### src/rtl/serial_subtractor.sv
// ---------------------------------------------------------------------------
// serial_subtractor
//
// Digit-serial two's-complement subtractor for the FIR datapath.
// Computes diff = in_1 - in_2 - borrow_in, processing `digit` bits per clock
// from LSB to MSB. The borrow between slices is kept in a flip-flop, so one
// operation takes N = width/digit RUN cycles.
//
// Parameters
//   width       operand / result width in bits
//   digit       bits processed per RUN cycle (width % digit == 0)
//
// Ports
//   clk         rising-edge clock
//   rst         synchronous, active-high reset
//   in_valid    operands and borrow_in are valid
//   in_ready    block can accept an operation (IDLE)
//   in_1        minuend
//   in_2        subtrahend
//   borrow_in   borrow into the LSB
//   out_valid   result valid (DONE)
//   out_ready   consumer accepts the result
//   diff        in_1 - in_2 - borrow_in, modulo 2^width
//   borrow_out  unsigned borrow: 1 iff in_1 < in_2 + borrow_in
//   overflow    signed overflow of the subtraction
// ---------------------------------------------------------------------------

// One digit slice: a - b - borrow evaluated one bit wider than the slice.
// The extra MSB goes to 1 exactly when the slice result went negative,
// which is the borrow into the next slice.
module serial_subtractor_slice #(
    parameter int digit = 4
) (
    input  logic [digit-1:0] i_a,
    input  logic [digit-1:0] i_b,
    input  logic             i_borrow,
    output logic [digit-1:0] o_d,
    output logic             o_borrow
);

    logic [digit:0] w_d;

    assign w_d      = {1'b0, i_a} - {1'b0, i_b} - {{digit{1'b0}}, i_borrow};
    assign o_d      = w_d[digit-1:0];
    assign o_borrow = w_d[digit];

endmodule

module serial_subtractor #(
    parameter int width = 16,
    parameter int digit = 4
) (
    input  logic             clk,
    input  logic             rst,
    input  logic             in_valid,
    output logic             in_ready,
    input  logic [width-1:0] in_1,
    input  logic [width-1:0] in_2,
    input  logic             borrow_in,
    output logic             out_valid,
    input  logic             out_ready,
    output logic [width-1:0] diff,
    output logic             borrow_out,
    output logic             overflow
);

    localparam int N   = width / digit;
    localparam int CW  = (N > 1) ? $clog2(N) : 1;
    localparam int MSB = width - 1;

    typedef enum logic [1:0] {
        S_IDLE = 2'd0,
        S_RUN  = 2'd1,
        S_DONE = 2'd2
    } state_t;

    state_t           r_state;
    logic [width-1:0] r_a;
    logic [width-1:0] r_b;
    logic [width-1:0] r_res;        // slices completed so far
    logic [width-1:0] r_diff;
    logic             r_borrow;     // borrow between slices
    logic             r_borrow_out;
    logic             r_overflow;
    logic             r_in_ready;
    logic             r_out_valid;
    logic [CW-1:0]    r_cnt;

    logic [digit-1:0] w_a_sl;
    logic [digit-1:0] w_b_sl;
    logic [digit-1:0] w_d_sl;
    logic             w_borrow_nx;
    logic [width-1:0] w_res_nx;     // r_res with the current slice merged in
    logic             w_last;

    // Slice select and result merge. With a single slice there is nothing
    // to select, and indexing a one-entry array would need a zero-bit index.
    generate
        if (N == 1) begin : g_single
            assign w_a_sl   = r_a;
            assign w_b_sl   = r_b;
            assign w_res_nx = w_d_sl;
        end else begin : g_multi
            logic [N-1:0][digit-1:0] w_a_arr;
            logic [N-1:0][digit-1:0] w_b_arr;
            logic [N-1:0][digit-1:0] w_res_arr;

            assign w_a_arr = r_a;
            assign w_b_arr = r_b;
            assign w_a_sl  = w_a_arr[r_cnt];
            assign w_b_sl  = w_b_arr[r_cnt];

            always_comb begin
                w_res_arr        = r_res;
                w_res_arr[r_cnt] = w_d_sl;
            end

            assign w_res_nx = w_res_arr;
        end
    endgenerate

    serial_subtractor_slice #(.digit(digit)) u_slice (
        .i_a      (w_a_sl),
        .i_b      (w_b_sl),
        .i_borrow (r_borrow),
        .o_d      (w_d_sl),
        .o_borrow (w_borrow_nx)
    );

    assign w_last = (r_cnt == CW'(N - 1));

    // Control and datapath in one block. Handshake outputs are registered
    // alongside the state so they never depend combinationally on inputs.
    always_ff @(posedge clk) begin
        if (rst) begin
            r_state      <= S_IDLE;
            r_a          <= '0;
            r_b          <= '0;
            r_res        <= '0;
            r_diff       <= '0;
            r_borrow     <= 1'b0;
            r_borrow_out <= 1'b0;
            r_overflow   <= 1'b0;
            r_in_ready   <= 1'b1;
            r_out_valid  <= 1'b0;
            r_cnt        <= '0;
        end else begin
            case (r_state)
                S_IDLE: begin
                    // in_ready is 1 throughout IDLE, so in_valid alone
                    // completes the input handshake here.
                    if (in_valid) begin
                        r_a        <= in_1;
                        r_b        <= in_2;
                        r_borrow   <= borrow_in;
                        r_cnt      <= '0;
                        r_in_ready <= 1'b0;
                        r_state    <= S_RUN;
                    end
                end

                S_RUN: begin
                    r_res    <= w_res_nx;
                    r_borrow <= w_borrow_nx;
                    r_cnt    <= r_cnt + 1'b1;
                    if (w_last) begin
                        // Published outputs only change here, so they keep
                        // the last result between operations.
                        r_diff       <= w_res_nx;
                        r_borrow_out <= w_borrow_nx;
                        r_overflow   <= (r_a[MSB] != r_b[MSB]) &&
                                        (w_res_nx[MSB] != r_a[MSB]);
                        r_out_valid  <= 1'b1;
                        r_state      <= S_DONE;
                    end
                end

                S_DONE: begin
                    // No accept on this edge: in_ready rises only once the
                    // block is back in IDLE.
                    if (out_ready) begin
                        r_out_valid <= 1'b0;
                        r_in_ready  <= 1'b1;
                        r_state     <= S_IDLE;
                    end
                end

                default: begin
                    r_out_valid <= 1'b0;
                    r_in_ready  <= 1'b1;
                    r_state     <= S_IDLE;
                end
            endcase
        end
    end

    assign in_ready   = r_in_ready;
    assign out_valid  = r_out_valid;
    assign diff       = r_diff;
    assign borrow_out = r_borrow_out;
    assign overflow   = r_overflow;

endmodule

### config.mk
export PLATFORM = sky130hd
export DESIGN_NAME = serial_subtractor
export DESIGN_NICKNAME = d
export VERILOG_FILES = /design/src/rtl/serial_subtractor.sv
export SDC_FILE = /design/constraint.sdc
export NUM_CORES = 1
export LEC_CHECK = 0
export ABC_AREA = 1
export BUFFER_PORTS_ARGS = -buffer_cell sky130_fd_sc_hd__buf_2
export CORE_MARGIN = 5
export CORE_UTILIZATION = 45
export CTS_BUF_LIST = sky130_fd_sc_hd__clkbuf_8
export CTS_CLUSTER_SIZE = 25
export DETAILED_ROUTE_END_ITERATION = 16
export GPL_TIMING_DRIVEN = 0
export HOLD_SLACK_MARGIN = 0.1
export PLACE_DENSITY = 0.68
export SYNTH_ARGS = -nofsm -noshare
export SYNTH_HDL_FRONTEND = slang
export SYNTH_SLANG_ARGS = --single-unit
### constraint.sdc
create_clock -name clk -period 2.7 [get_ports clk]
set_clock_uncertainty 0.1 [all_clocks]
set_input_delay 0.405 -clock clk [delete_from_list [all_inputs] [get_ports clk]]
set_output_delay 0.405 -clock clk [all_outputs]
set_load 0.02 [all_outputs]
==> flow_summary_export.csv, run 1 <==
group,metric,value,unit
cells_and_area,n_fill_cell,654,
sta,finalCritPeriodShare,0.949,
drt,met1_length,3.43,mm
placed_design,placed_cells,540,
clock_tree,ctsHoldBuffers,0,
pwr,internal-power,1970,uW
clock_tree,cts_tree,"done",
placed_design,io_buffers,55,
floorplan,start_util,0.459,
global_routing,grt_max_degree,21,
floorplan,num_rows,30,
pwr,pwr-share-clk,0.372,
clock_tree,cts_buffers,9,
cells_and_area,seqCellArea,1410,sq um
cells_and_area,final_nets,520,
drt,met2_length,3.58,mm
floorplan,core-area,6760,sq um
drt,viasPerCell,5.06,
sta,slew_viol_final,0,
clock_tree,clockBufferDepth,2,
drt,wl_per_cell,13.5,um
sta,slew-limit-headroom,0.695,
drt,route.met3.wl,429,um
drt,drcViolationCount,0,
sta,hold_viol,0,
cells_and_area,drive_above_1_share,0.234,
logic_synthesis,synth_flop_cell,"dfxtp_1",
pwr,swShare,0.287,
global_routing,grt_pass1_wl,12.6,mm
clock_tree,worstSkewPairLatency,0.34,ns
clock_tree,clk_pin_slew,0.07,ns
sta,worstMarginPinSlew,0.458,ns
cells_and_area,antenna_cells,0,
placed_design,gp_congestion,0.787,
floorplan,io_pins,57,
cells_and_area,syn2layout_area_growth,23.3,%
pwr,ir_drop,0.000326,V
logic_synthesis,yosys.area.top_type,"dfxtp_1",
cells_and_area,stdcell_count,558,
placed_design,dp_hpwl,5.46,mm
placed_design,dpl_cell_area,3480,sq um
cells_and_area,post-route-util,0.566,
pwr,p_sw,795,uW
drt,wirelength,7.55,mm
pwr,pwr-share-comb,0.217,
run_status,outcome,"finished clean",
logic_synthesis,seq_area_frac_synth,0.452,
critical_path,start_kind,"register",
logic_synthesis,synth_seq_cells,70,
flow_run,drv_cap,0,
logic_synthesis,avgSynthCellArea,7.66,sq um
placed_design,pre_cts_slack,-0.526,ns
global_routing,grt_usage,0.185,
pwr,power_frac_seq,0.412,
logic_synthesis,synth.distinct_cells,34,
logic_synthesis,ys_top_cells_by_area,"dfxtp_1 (45%), nor2_1 (10%), o21ai_0 (10%)",
logic_synthesis,synth_warnings,0,
critical_path,critPathMaxFanout,10,
pwr,leakagePower,0.00175,uW
global_routing,first_global_vias,2718,
critical_path,cp.required,2.82,ns
clock_tree,clock_sinks,70,
pwr,power_density,723,nW/um^2
sta,fmax,390,MHz
logic_synthesis,synth_common_cells,"nor2_1 (85), dfxtp_1 (70), o21ai_0 (63), a21oi_1 (34), nand2_1 (34)",
clock_tree,htreeDepth,3,
clock_tree,root_buffer,"clkbuf_8",
critical_path,path_class,"reg -> reg",
critical_path,cp.arrival,2.68,ns
logic_synthesis,synth_top_cell_area_share,0.452,
global_routing,antenna_found_initial,0,
drt,via_count,2826,
cells_and_area,multi_input_area,1490,sq um
sta,min_period,2.56,ns
drt,dr.pass1.iters,4,
logic_synthesis,synth_edf_count,0,
floorplan,dieWidth,93.0,um
sta,rsz0062_at_grt,"false",
logic_synthesis,netlist_instances,405,
drt,antenna_left,0,
cells_and_area,design_area,3830,sq um
logic_synthesis,synth.most_common_cell,"nor2_1",
sta,fin_ws,0.138,ns
global_routing,gr-total-overflow,0,
logic_synthesis,netlist_area,3100,sq um
critical_path,critPathCaptureType,"register",
hold_path,hp-class,"in -> reg",
logic_synthesis,syn-num-nets,452,
drt,drtIter0Drc,140,
logic_synthesis,synthArstFlopShare,0,
drt,dr.max_layer_used,"met4",
floorplan,dieHeight,93.0,um
sta,setup_viol,0,
floorplan,die_area,8660,sq um
==> kinds of logic after synthesis <==
| logic type | share of synthesized area |
|---|---|
| adders and majority gates | 0.0452 |
| buffers and inverters | 0.0798 |
| xor gates and xnor gates | 0.00282 |
| and+or+nand+nor | 0.190 |
| AOI/OAI and AO/OA | 0.230 |
| DFF | 0.452 |
==> path summary, 6_finish.rpt <==
| kind | start | endpoint | slack, ns | depth (start not counted) |
|---|---|---|---|---|
| setup / recovery | r_cnt[0]$_SDFFE_PP0P_ | r_res[10]$_SDFFE_PP0P_ | 0.14 | 13 |
| hold / removal | in_1[7] | g_multi.w_a_arr[7]$_SDFFE_PP0P_ | 0.21 | 3 |
| setup reg to reg | r_cnt[0]$_SDFFE_PP0P_ | r_res[10]$_SDFFE_PP0P_ | 0.14 | 13 |
| hold reg to reg | out_valid$_SDFFE_PP0P_ | out_valid$_SDFFE_PP0P_ | 0.34 | 2 |
==> what timing repair did <==
item | CTS | global route
endpoints found under the hold margin | 0 | 0
cloned | 0 | 1
buffers inserted | 0 | 2
endpoints found under the setup margin | 26 | 23
pin swaps | 0 | 2
gates resized for setup | 10 | 19
==> registers in the layout, indices dropped and copies added, names as in the netlist <==
signal           flops
borrow_out           1
diff                16
g_multi.w_a_arr     16
g_multi.w_b_arr     16
in_ready             1
out_valid            1
overflow             1
r_borrow             1
r_cnt                2
r_res               13
r_state              2
==> worst max-delay path: stages, from the launching register on <==
cell	delay [ns]
dfxtp_2	0.34
buf_6	0.14
inv_4	0.08
buf_12	0.13
nand2_1	0.05
a32o_1	0.26
fa_2	0.37
fa_2	0.38
nand2_1	0.09
inv_1	0.08
nor2_4	0.17
nand2_1	0.06
o21ai_1	0.11
a21oi_1	0.08
==> metal layers <==
metal / global-route usage / vias up
met1: 0.232 / 1273
li1: - / 1477
met5: 0 / -
met3: 0.0523 / 10
met2: 0.302 / 66
met4: 0.0708 / 0
==> cell type report <==
cell class,instances,share of cell area
clock inverter,6,0.0284
clock buffer,10,0.0360
tap,80,0.0262
sequential,70,0.367
multi-input combinational,280,0.388
inverter,31,0.0317
buffer,23,0.0396
timing repair buffer,58,0.0824
==> stage by stage <==
stage | hold WS (ns) | total power, uW | TNS, ns
finish | 0.207 | 2770 | 0
global route | 0.199 | 2930 | 0
CTS | 0.195 | 2740 | 0
detailed placement | 0.333 | 1700 | -8.39
global placement | 0.329 | 1680 | -6.94
floorplan | 0.342 | 1550 | 0
==> layout by cell type, fill, tap and decap left out, types with 4 or more instances in the layout <==
master    instances
inv_1            26
clkbuf_8         10
o21ai_1          15
o21ai_0          58
o21a_1            6
clkbuf_1         13
dfxtp_1          68
ha_1              8
a21oi_1          34
nand3_1           8
buf_6             4
nor2_1           83
o21bai_1          4
nand2_1          34
buf_2            58
==> power groups by stage <==
| stage | Clock [uW] | Combinational (uW) | Sequential, uW |
|---|---|---|---|
| 4_1_cts | 1050 | 548 | 1140 |
| 6_report | 1030 | 600 | 1140 |
| 3_5_place_dp | 0 | 534 | 1160 |
| 5_1_grt | 1110 | 678 | 1150 |
| 3_3_place_gp | 0 | 523 | 1160 |
| 2_1_floorplan | 0 | 396 | 1150 |
(Power assumes the default switching activity.)
==> run 2: changes to the inputs <==
BUFFER_PORTS_ARGS = not set   (was -buffer_cell sky130_fd_sc_hd__buf_2)
CORE_MARGIN = 1   (was 5)
CORE_UTILIZATION = 55   (was 45)
DONT_BUFFER_PORTS = 1   (was not set)
PLACE_DENSITY = 0.72   (was 0.68)
==> run 2 against run 1 <==
Non-clock buffer count shrank 55. Largest cell class unchanged. Highest routed layer unchanged. Sequential share of layout area grew 3.6 points. Cell count shrank 12%. Hold slack lost 0.093 ns.
==> flow_summary_export.csv, run 2 (same netlist as run 1, synthesis figures left out) <==
group,metric,value,unit
drt,antenna_left,0,
cells_and_area,antenna_cells,0,
sta,worstMarginPinSlew,0.522,ns
critical_path,critPathMaxFanout,10,
sta,slew-limit-headroom,0.652,
critical_path,cp-startpoint,"r_cnt[0]$_SDFFE_PP0P_",
cells_and_area,final_cell_mix,"nor2_1 (83), dfxtp_1 (68), o21ai_0 (62)",
critical_path,reg2reg_depth,16,
drt,dr.pass1.iters,4,
clock_tree,root_buffer,"clkbuf_8",
global_routing,grt_pass1_wl,11.6,mm
sta,hold_viol,0,
global_routing,grt_max_degree,21,
drt,wl_per_cell,14.4,um
clock_tree,ctsHoldBuffers,0,
drt,wirelength,7.10,mm
pwr,power_density,748,nW/um^2
sta,setup_viol,0,
critical_path,cp.arrival,2.74,ns
floorplan,die_area,5950,sq um
global_routing,antenna_found_initial,0,
cells_and_area,final_common_cell,"nor2_1",
floorplan,dieHeight,77.1,um
critical_path,cp_cell_sequence,"buf_6 -> inv_4 -> buf_12 -> nand2_1 -> a32o_2 -> fa_2 -> inv_1 -> ha_1 -> nand3_4 -> nand2_2 -> nand2_2 -> nand2_2 -> inv_2 -> a21oi_2 -> o21bai_1 -> inv_1",
pwr,power,2610,uW
cells_and_area,syn2layout_area_growth,12.3,%
clock_tree,clockBufferDepth,2,
clock_tree,worstSkewPairLatency,0.36,ns
placed_design,dpl_cell_area,3190,sq um
critical_path,crit_end,"diff[11]$_SDFFE_PP0P_",
critical_path,path_class,"reg -> reg",
critical_path,crit_path_max_incr_delay,0.35,ns
drt,via_count,2629,
cells_and_area,final_nets,465,
critical_path,start_kind,"register",
placed_design,placed_cells,475,
floorplan,start_util,0.589,
placed_design,dp_hpwl,4.90,mm
sta,rsz0062_at_grt,"true",
cells_and_area,design_area,3490,sq um
clock_tree,cts_buffers,9,
cells_and_area,drive_above_1_share,0.123,
cells_and_area,stdcell_count,493,
clock_tree,cts_tree,"done",
clock_tree,htreeDepth,3,
critical_path,rr_startpoint,"r_cnt[0]$_SDFFE_PP0P_",
global_routing,gr-total-overflow,0,
sta,fmax,385,MHz
floorplan,core-area,5270,sq um
critical_path,crit_cells,16,
critical_path,r2r_slack,0.10,ns
clock_tree,clk_pin_slew,0.08,ns
hold_path,hold_depth,2,
floorplan,io_pins,57,
clock_tree,clock_sinks,70,
hold_path,hp-class,"in -> reg",
drt,viasPerCell,5.33,
placed_design,pre_cts_slack,-0.446,ns
critical_path,crit_buf_inv,6,
sta,setup_tns,0,ns
floorplan,num_rows,26,
drt,drcViolationCount,0,
critical_path,crit_path_frequent_cell,"nand2_2",
drt,drtIter0Drc,144,
pwr,leakagePower,0.00148,uW
flow_run,drv_cap,0,
critical_path,r2r_end,"diff[11]$_SDFFE_PP0P_",
critical_path,crit_slowest_cell,"fa_2",
sta,min_period,2.60,ns
global_routing,grt_usage,0.253,
sta,finalCritPeriodShare,0.963,
critical_path,cp.required,2.84,ns
sta,slew_viol_final,0,
sta,fin_ws,0.100,ns
placed_design,io_buffers,0,
critical_path,crit_family,"adder cells",
placed_design,gp_congestion,0.897,
critical_path,critPathCaptureType,"register",
floorplan,dieWidth,77.1,um
pwr,ir_drop,0.000474,V
global_routing,first_global_vias,2502,
run_status,outcome,"finished clean",
-- run 2: routing by layer --
metal | global-route usage | up-vias | wire [um]
met2 | 0.396 | 78 | 3330
met1 | 0.321 | 1179 | 3260
met5 | 0 | - | 0
met3 | 0.0714 | 10 | 421
met4 | 0.123 | 0 | 88
li1 | - | 1362 | -
-- run 2: report_power, final --
part | internal (uW) | leakage, uW | switching [uW] | total, uW
Clock | 536 | 0.000119 | 393 | 929
Sequential | 1100 | 0.000576 | 41.9 | 1140
Combinational | 199 | 0.000788 | 339 | 538
-- run 2: repair_timing --
item	4_1_cts	5_1_grt
buffers inserted	3	0
gates resized for setup	9	9
endpoints found under the setup margin	25	18
gates cloned	0	1
pin swaps	1	1
-- run 2: layout make-up --
class	count	area [sq um]
Inverter	31	123
Fill cell	464	1780
Multi-Input combinational cell	280	1470
Buffer	22	136
Timing Repair Buffer	4	47.5
Clock buffer	10	138
Clock inverter	6	77.6
Sequential cell	70	1410
Tap cell	70	87.6
-- run 2: worst reg2reg max path: stages, from the launching register on --
cell and delay, ns:
dfxtp_2 0.34, buf_6 0.14, inv_4 0.08, buf_12 0.12, nand2_1 0.08, a32o_2 0.27
fa_2 0.35, inv_1 0.07, ha_1 0.25, nand3_4 0.11, nand2_2 0.06, nand2_2 0.07
nand2_2 0.06, inv_2 0.08, a21oi_2 0.07, o21bai_1 0.19, inv_1 0.05
-- run 2: worst min-delay path by stage --
stage,from,endpoint,slack (ns)
2_1_floorplan,r_res[15]$_SDFFE_PP0P_,r_res[15]$_SDFFE_PP0P_,0.34
3_3_place_gp,g_multi.w_a_arr[7]$_SDFFE_PP0P_,g_multi.w_a_arr[7]$_SDFFE_PP0P_,0.36
3_5_place_dp,g_multi.w_a_arr[7]$_SDFFE_PP0P_,g_multi.w_a_arr[7]$_SDFFE_PP0P_,0.37
4_1_cts,in_2[10],g_multi.w_b_arr[10]$_SDFFE_PP0P_,0.11
5_1_grt,in_1[13],g_multi.w_a_arr[13]$_SDFFE_PP0P_,0.12
6_report,in_2[12],g_multi.w_b_arr[12]$_SDFFE_PP0P_,0.11
-- run 2: per-stage QoR --
stage	hold slack, ns	util
final	0.114	0.661
after floorplan	0.342	-
after CTS	0.107	0.653
after global placement	0.360	0.605
after detailed placement	0.366	0.605
after global routing	0.123	0.661
==> run 3: changes to the inputs <==
ABC_AREA = not set   (was 1)
==> run 3 against run 2 <==
The flow now finishes with violations (negative setup slack). First-iteration DRC count fell by 22%. Non-clock buffer count up 35. Sequential share of layout area decreased by 4.4 points. Global-route usage rose by 3.9 points. Sequential power decreased by 4%. Count of clock-buffer cells in the layout did not move. Via count rose by 1.1%. Critical endpoint is now overflow$_SDFFE_PP0P_. Critical path type unchanged. Register-to-register slack worse by 0.40 ns.
==> flow_summary_export.csv, run 3 <==
group,metric,value,unit
global_routing,met1_usage,0.330,
logic_synthesis,netlist_area,3120,sq um
drt,viasPerCell,5.60,
cells_and_area,seqCellArea,1390,sq um
logic_synthesis,yosys.area.top_type,"dfxtp_1",
floorplan,die_area,5990,sq um
floorplan,dieHeight,77.4,um
global_routing,grt_max_degree,13,
clock_tree,clockBufferDepth,2,
sta,slew_viol_final,0,
logic_synthesis,synth_seq_cells,69,
floorplan,dieWidth,77.4,um
cells_and_area,multi_input_area,1670,sq um
floorplan,start_util,0.567,
run_status,failed_checks,"negative setup slack",
drt,drtIter0Drc,113,
cells_and_area,syn2layout_area_growth,23.3,%
sta,setup_viol,15,
floorplan,num_rows,27,
sta,hold_viol,0,
global_routing,grt_usage,0.292,
logic_synthesis,synth_flop_cell,"dfxtp_1",
sta,fmax,333,MHz
drt,wl_per_cell,17.1,um
clock_tree,clk_pin_slew,0.07,ns
clock_tree,worstSkewPairLatency,0.34,ns
floorplan,io_pins,57,
logic_synthesis,syn-num-nets,402,
cells_and_area,drive_above_1_share,0.164,
global_routing,grt_pass1_wl,13.3,mm
logic_synthesis,synth.distinct_cells,38,
logic_synthesis,synthArstFlopShare,0,
critical_path,critPathMaxFanout,8,
pwr,leakagePower,0.00136,uW
global_routing,antenna_found_initial,0,
run_status,outcome,"finished with violations",
global_routing,gr-total-overflow,0,
global_routing,met3_usage,0.0553,
sta,min_period,3.00,ns
clock_tree,clock_sinks,69,
drt,antenna_left,0,
cells_and_area,antenna_cells,0,
placed_design,gp_congestion,0.767,
logic_synthesis,ys_top_cells_by_area,"dfxtp_1 (44%), nand2_1 (10%), a21oi_1 (8.0%)",
logic_synthesis,synth.most_common_cell,"nand2_1",
clock_tree,cts_tree,"done",
clock_tree,cts_buffers,9,
sta,worstMarginPinSlew,1.04,ns
global_routing,met2_usage,0.524,
critical_path,start_kind,"register",
placed_design,io_buffers,0,
logic_synthesis,netlist_instances,355,
cells_and_area,design_area,3850,sq um
logic_synthesis,seq_area_frac_synth,0.442,
sta,fin_ws,-0.304,ns
drt,drcViolationCount,0,
pwr,pwr-share-comb,0.218,
cells_and_area,n_fill_cell,430,
placed_design,dp_hpwl,5.14,mm
clock_tree,htreeDepth,3,
pwr,internal-power,1780,uW
pwr,ir_drop,0.000312,V
sta,setup_tns,-2.27,ns
floorplan,core-area,5510,sq um
sta,timing.hold.ws,0.104,ns
logic_synthesis,synth_common_cells,"nand2_1 (83), dfxtp_1 (69), a21oi_1 (50), clkbuf_1 (21), nor2_1 (20)",
sta,rsz0062_at_grt,"true",
cells_and_area,final_common_cell,"nand2_1",
cells_and_area,final_nets,445,
drt,wirelength,8.10,mm
pwr,power_density,645,nW/um^2
pwr,pwr-share-clk,0.342,
critical_path,path_class,"reg -> reg",
logic_synthesis,synth_top_cell_area_share,0.442,
flow_run,drv_cap,0,
pwr,power_frac_seq,0.439,
critical_path,cp.arrival,3.15,ns
sta,slew-limit-headroom,0.303,
critical_path,cp.required,2.85,ns
drt,via_count,2659,
hold_path,hp-class,"in -> reg",
logic_synthesis,synth_edf_count,0,
logic_synthesis,synth_warnings,0,
placed_design,dpl_cell_area,3260,sq um
pwr,p_sw,711,uW
pwr,swShare,0.286,
global_routing,first_global_vias,2740,
global_routing,top_usage_layer,"met2",
clock_tree,root_buffer,"clkbuf_8",
drt,dr.pass1.iters,4,
logic_synthesis,avgSynthCellArea,8.80,sq um
critical_path,critPathCaptureType,"register",
cells_and_area,final_cell_mix,"nand2_1 (82), dfxtp_1 (67), a21oi_1 (49)",
sta,finalCritPeriodShare,1.11,
## run 3: cell types whose count changed in the layout (fill, tap and decap cells not counted), sizes merged, moves of 9 or more
cell | previous run | this run
nor2 | 87 | 20
a21oi | 37 | 50
inv | 32 | 11
dlygate4sd3 | 0 | 20
nand2b | 0 | 9
o21ai | 76 | 2
a211oi | 1 | 12
nand3 | 11 | 1
nand2 | 38 | 83
## run 3: cell type report
cell class	instances	area share
inverter	11	0.0107
multi-input combinational	246	0.432
sequential	69	0.360
timing repair buffer	32	0.0812
clock buffer	10	0.0357
tap	72	0.0234
buffer	29	0.0409
clock inverter	6	0.0162
## run 3: path summary, 6_finish.rpt
kind | start | endpoint | slack [ns] | cells past startpoint
worst max-delay path | r_cnt[0]$_SDFFE_PP0P_ | overflow$_SDFFE_PP0P_ | -0.30 | 9
worst min-delay path | in_2[14] | g_multi.w_b_arr[14]$_SDFFE_PP0P_ | 0.10 | 2
worst max register to register | r_cnt[0]$_SDFFE_PP0P_ | overflow$_SDFFE_PP0P_ | -0.30 | 9
worst min register to register | g_multi.w_b_arr[5]$_SDFFE_PP0P_ | g_multi.w_b_arr[5]$_SDFFE_PP0P_ | 0.36 | 2
## run 3: per-stage QoR
stage	util	setup slack [ns]	cells	power, uW
2_1_floorplan	-	-0.235	355	1410
3_3_place_gp	0.593	-0.458	427	1490
3_5_place_dp	0.593	-0.556	427	1500
4_1_cts	0.691	-0.309	474	2440
5_1_grt	0.700	-0.382	475	2590
6_report	0.700	-0.304	475	2490
## run 3: timing repair
| action | CTS | global route |
|---|---|---|
| setup endpoints to repair | 21 | 19 |
| hold buffers | 20 | 0 |
| hold endpoints to repair | 20 | 0 |
| buffers inserted | 11 | 2 |
| gates cloned | 0 | 0 |
| pin swaps | 12 | 16 |
| gates resized for setup | 19 | 10 |
## run 3: critical path, stage by stage, from the launching register on
cell and delay (ns):
dfxtp_4 0.36, buf_12 0.13, mux4_2 0.54, ha_4 0.29, inv_2 0.04, ha_4 0.27, or4b_4 0.51, a2bb2oi_4 0.17
a311o_1 0.29, a311oi_1 0.22
## run 3: power groups by stage
| stage | Clock [uW] | Combinational, uW | Sequential (uW) |
|---|---|---|---|
| 6_report | 851 | 542 | 1090 |
| 5_1_grt | 913 | 580 | 1100 |
| 4_1_cts | 852 | 501 | 1090 |
| 3_5_place_dp | 0 | 389 | 1120 |
| 3_3_place_gp | 0 | 377 | 1110 |
| 2_1_floorplan | 0 | 305 | 1110 |
## run 3: cell families (layout without fill, tap and decap cells)
logic type,count (synthesis),count (layout),synth area share
mux,16,16,0.0893
flops,69,69,0.442
fa+ha+maj,10,10,0.0449
xor+xnor,2,2,0.00561
simple gates,139,139,0.199
compound gates,79,79,0.159
buf+inv,40,88,0.0597
## run 3: routing by layer
metal  vias to the layer above  share of wire
li1                       1298              -
met1                      1261           0.41
met2                        86           0.53
met3                        14          0.046
met4                         0          0.016
met5                         -              0
